### config.mk
export PLATFORM = sky130hd
export DESIGN_NAME = uart_tx_fifo
export DESIGN_NICKNAME = d
export VERILOG_FILES = /design/src/rtl/uart_tx_fifo.sv
export SDC_FILE = /design/constraint.sdc
export NUM_CORES = 1
export LEC_CHECK = 0
export BUFFER_PORTS_ARGS = -buffer_cell sky130_fd_sc_hd__buf_4
export CAP_MARGIN = 30
export CORE_ASPECT_RATIO = 1.2
export CORE_MARGIN = 2
export CORE_UTILIZATION = 61
export CTS_CLUSTER_DIAMETER = 200
export DETAILED_ROUTE_END_ITERATION = 12
export GPL_TIMING_DRIVEN = 0
export PLACE_DENSITY = 0.79
export SYNTH_ARGS = -nofsm -noshare
export SYNTH_HDL_FRONTEND = slang
export SYNTH_SLANG_ARGS = --single-unit
### constraint.sdc
create_clock -name i_clk -period 3.9 [get_ports i_clk]
set_input_delay 0.78 -clock i_clk [delete_from_list [all_inputs] [get_ports i_clk]]
set_output_delay 0.78 -clock i_clk [all_outputs]
set_load 0.005 [all_outputs]
### src/rtl/uart_tx_fifo.sv
// uart_tx_fifo -- transmit byte buffer placed directly upstream of uart_tx.
//
// The host writes bytes into a circular FIFO at up to one byte per clock.
// A two-state FSM hands one byte at a time to uart_tx using its
// data_avail / busy / done handshake. This lets the host burst up to DEPTH
// bytes without waiting for each UART frame to finish.
//
// Parameters:
//   DEPTH   FIFO entries (power of two, >= 2)
//   ADDR_W  pointer width, derived from DEPTH
//
// Ports:
//   i_clk       system clock
//   i_rst       synchronous reset, active-high
//   i_wr_en     host write strobe, one byte per cycle
//   i_wr_data   host write byte
//   o_full      count == DEPTH (registered)
//   o_empty     count == 0 (registered)
//   o_count     bytes stored, not counting the byte currently in flight
//   o_tx_byte   to uart_tx i_data_byte; held stable until the next issue
//   o_tx_start  to uart_tx i_data_avail; one-cycle pulse
//   i_tx_busy   from uart_tx o_busy
//   i_tx_done   from uart_tx o_done
//
// Optional build macro UART_TX_FIFO_OVERFLOW_EN adds:
//   i_ovf_clr   clears the sticky overflow flag
//   o_overflow  sticky flag, set when a write arrives while full
//               (a set on the same edge as a clear takes priority)
module uart_tx_fifo #(
  parameter  int DEPTH  = 16,
  localparam int ADDR_W = $clog2(DEPTH)
) (
  input  logic              i_clk,
  input  logic              i_rst,
  input  logic              i_wr_en,
  input  logic [7:0]        i_wr_data,
  output logic              o_full,
  output logic              o_empty,
  output logic [ADDR_W:0]   o_count,
  output logic [7:0]        o_tx_byte,
  output logic              o_tx_start,
  input  logic              i_tx_busy,
  input  logic              i_tx_done
`ifdef UART_TX_FIFO_OVERFLOW_EN
  ,
  input  logic              i_ovf_clr,
  output logic              o_overflow
`endif
);

  localparam logic [ADDR_W:0] FULL_COUNT = (ADDR_W + 1)'(DEPTH);

  typedef enum logic {
    IDLE,
    WAIT_DONE
  } state_t;

  state_t              state;
  logic [7:0]          mem [DEPTH];
  logic [ADDR_W-1:0]   wr_ptr;
  logic [ADDR_W-1:0]   rd_ptr;
  logic [ADDR_W:0]     count;
  logic [ADDR_W:0]     count_nxt;
  logic                wr_acc;
  logic                issue;

  // o_full is the registered flag, so a write on the edge that would
  // otherwise free a slot is still rejected.
  assign wr_acc  = i_wr_en && !o_full;
  assign issue   = (state == IDLE) && (count != '0) && !i_tx_busy;
  assign o_count = count;

  always_comb begin
    count_nxt = count;
    case ({wr_acc, issue})
      2'b10:   count_nxt = count + (ADDR_W + 1)'(1);
      2'b01:   count_nxt = count - (ADDR_W + 1)'(1);
      default: count_nxt = count;
    endcase
  end

  // Storage holds data only; it is never reset.
  always_ff @(posedge i_clk) begin
    if (wr_acc) begin
      mem[wr_ptr] <= i_wr_data;
    end
  end

  always_ff @(posedge i_clk) begin
    if (i_rst) begin
      wr_ptr     <= '0;
      rd_ptr     <= '0;
      count      <= '0;
      o_full     <= 1'b0;
      o_empty    <= 1'b1;
      o_tx_byte  <= 8'h00;
      o_tx_start <= 1'b0;
      state      <= IDLE;
    end else begin
      if (wr_acc) begin
        wr_ptr <= wr_ptr + ADDR_W'(1);
      end
      count      <= count_nxt;
      o_full     <= (count_nxt == FULL_COUNT);
      o_empty    <= (count_nxt == '0);
      o_tx_start <= 1'b0;
      case (state)
        IDLE: begin
          // A stray i_tx_done while idle is ignored.
          if (issue) begin
            o_tx_byte  <= mem[rd_ptr];
            rd_ptr     <= rd_ptr + ADDR_W'(1);
            o_tx_start <= 1'b1;
            state      <= WAIT_DONE;
          end
        end
        WAIT_DONE: begin
          if (i_tx_done) begin
            state <= IDLE;
          end
        end
        default: state <= IDLE;
      endcase
    end
  end

`ifdef UART_TX_FIFO_OVERFLOW_EN
  always_ff @(posedge i_clk) begin
    if (i_rst) begin
      o_overflow <= 1'b0;
    end else if (i_wr_en && o_full) begin
      o_overflow <= 1'b1;
    end else if (i_ovf_clr) begin
      o_overflow <= 1'b0;
    end
  end
`endif

endmodule
==> metrics.cfg <==
[run_status]
status=finished clean

[die]
initial_utilization=0.6196
dieArea_um2=10890
coreArea_um2=9910
io_pins=29
die_h_um=113.9
rows=40
fp.dieW_um=95.59

[clock_network]
clk_pin_slew_ns=0.06
cts_made_buffers=17
numClockSinks=153
h-tree-depth=4
cts_buffer_depth=2
clkLatencyLatePin_ns=0.41
cts_tree=built
ctsResizeCount=0
cts_root_buf=clkbuf_16
post_cts_buffers=0
cts_hold_buffers=0

[routing]
drc=0
drt_first_iter_violations=316
first_pass_iters=5
routed_wl_mm=12.47
wire_per_inst_um=21.80
viasPerCell=6.110
ant_nets=0
num_vias=3495

[global_route]
grt_overflow_total=0
antenna_found_initial=0
grt_first_pass_wirelength_mm=19.00
grt_use_total=0.2488
grt_pass1_vias=3519
grt_max_degree=17

[synth]
synth_fp_nets=406
netlist_instances=383
ys_warn_count=0
syn-cell-area_um2=6140
synth_cell_types=46
synth-seq-cells=153
synth_top_area_share=0.6260
avgSynthCellArea_um2=16.03
async_reset_ff_frac=0
seq_area_frac_synth=0.7076
ys.flop_type=edfxtp_1
synth_edf_count=128
synth.area.top_cells=edfxtp_1, dfxtp_1, mux2i_1, mux4_2, o22ai_1
yosysTopAreaCell=edfxtp_1

[power_and_ir_drop]
ir_worst_vdd_mv=0.3542
pwr_density_cell_nw_per_um2=602.4
leakagePower_nw=2.389

[sta]
slew_headroom=0.3259
maxSlewViolCount=0
post-route-period-util=0.7806
hold_viol=0
fin_skew_ns=0.005627
tightest_slew_ns=1.007
setup_ws_ns=0.8556
fin_setup_tns_ns=0
max_clock_freq_ghz=0.3285
rsz0062_at_grt=no
fin_crit_ns=3.044
setup_viol=0

[cells_and_area]
antenna_cells=0
final_nets=456
nFillCells=609
drive_gt1_frac=0.2063
syn2layout_area_growth_pct=15.75
fin_util=0.7172

[placement]
gp_congestion=0.8077
place_ws_ns=0.6292
io_buffers=28
dp_hpwl_mm=8.284

[worst_setup_path]
cp_data_arrival_time_ns=3.37
critPathRequiredTime_ns=4.22
crit_type=flip-flop to flip-flop
crit_fanout=10
worstSetupEndpointType=flip-flop
start_kind=flip-flop

[hold_path]
hold_path_class=flip-flop to flip-flop

[flow_run]
maxCapViolCount=0

final timing paths:
path	slack (ns)	startpoint	depth (start not counted)	end
min	0.52	o_count[2]	2	o_count[2]
max	0.86	o_count[0]	9	o_full
max reg2reg	0.86	o_count[0]	9	o_full
min reg2reg	0.52	o_count[2]	2	o_count[2]
kinds of logic after synthesis:
logic type,Yosys count,synth area share
flip-flops,153,0.7076
AND/OR/NAND/NOR,69,0.05706
AO/OA/AOI/OAI,61,0.06542
multiplexers,55,0.1121
buffers and inverters,27,0.02364
adder cells (fa/ha/maj),10,0.02160
XOR/XNOR,8,0.01264
synthesized netlist by cell type (all sizes together), types with 6 or more instances:
library cell / instances
ha: 9
o21ai: 8
dfxtp: 25
buf: 13
mux2i: 44
a21oi: 11
nand2: 9
inv: 6
o22ai: 21
edfxtp: 128
clkbuf: 8
xor2: 6
nor3: 6
mux4: 11
nor2: 29
layout by cell type, fill, tap and decap left out, types with 3 or more instances in the layout:
cell / netlist / routed
buf_2: 8 / 10
nor2b_1: 3 / 3
buf_4: 1 / 30
edfxtp_1: 128 / 128
buf_6: 4 / 4
o22ai_1: 21 / 21
a2111oi_1: 4 / 4
nand2_1: 9 / 9
nand3_1: 4 / 4
o21ai_1: 8 / 8
clkbuf_16: 0 / 20
xor2_1: 6 / 6
clkbuf_1: 8 / 9
nor3_1: 6 / 5
a22oi_1: 3 / 3
ha_1: 9 / 9
a31oi_1: 4 / 4
clkinv_2: 0 / 7
inv_1: 6 / 6
nor2_1: 29 / 29
a21oi_1: 10 / 10
dfxtp_1: 25 / 25
mux2i_1: 44 / 44
mux4_2: 11 / 11
state kept, by name, summed over array words and instances (netlist names):
name and count:
o_count 5, o_tx_start 1, o_empty 1, mem 128, o_full 1, rd_ptr 4
wr_ptr 4, o_tx_byte 8, state 1
metrics by stage:
stage / cells / total power [mW] / hold slack (ns) / instance area, µm²
after global placement: 537 / 2.706 / 0.4777 / 6507
after global routing: 572 / 4.441 / 0.5412 / 7107
after detailed placement: 540 / 2.742 / 0.5090 / 6530
final: 572 / 4.281 / 0.5171 / 7107
after floorplan: 383 / 2.460 / 0.4615 / 6140
after CTS: 572 / 4.293 / 0.5202 / 7107
power by group:
group	switching [mW]	internal (mW)
combinational	0.408	0.355
clock	0.625	0.940
sequential	0.0720	1.88
metal layers:
layer | share of wire | track usage | up-vias | routed length, µm
met5 | 0 | 0 | - | 0
met1 | 0.40 | 0.3042 | 1739 | 4932
li1 | - | - | 1594 | -
met3 | 0.057 | 0.06011 | 23 | 708
met2 | 0.53 | 0.4135 | 139 | 6552
met4 | 0.022 | 0.1200 | 0 | 274
worst max-delay path, stage by stage (launching register included):
cell and delay [ns]:
dfxtp_1 0.38, or4_4 0.58, o21a_4 0.23, buf_6 0.14, ha_1 0.27, fa_1 0.50
nor4b_1 0.31, and4b_1 0.23, nor3_1 0.07, a211oi_1 0.24
final cells by class:
cell class | instances | area [µm²] | area share
clock buffer | 22 | 518.0 | 0.07289
multi-input combinational | 203 | 1655 | 0.2329
sequential | 153 | 4344 | 0.6113
clock inverter | 10 | 58.81 | 0.008275
inverter | 6 | 22.52 | 0.003169
tap | 126 | 157.7 | 0.02218
timing repair buffer | 31 | 227.7 | 0.03204
buffer | 21 | 122.6 | 0.01725
(Power assumes the default switching activity.)
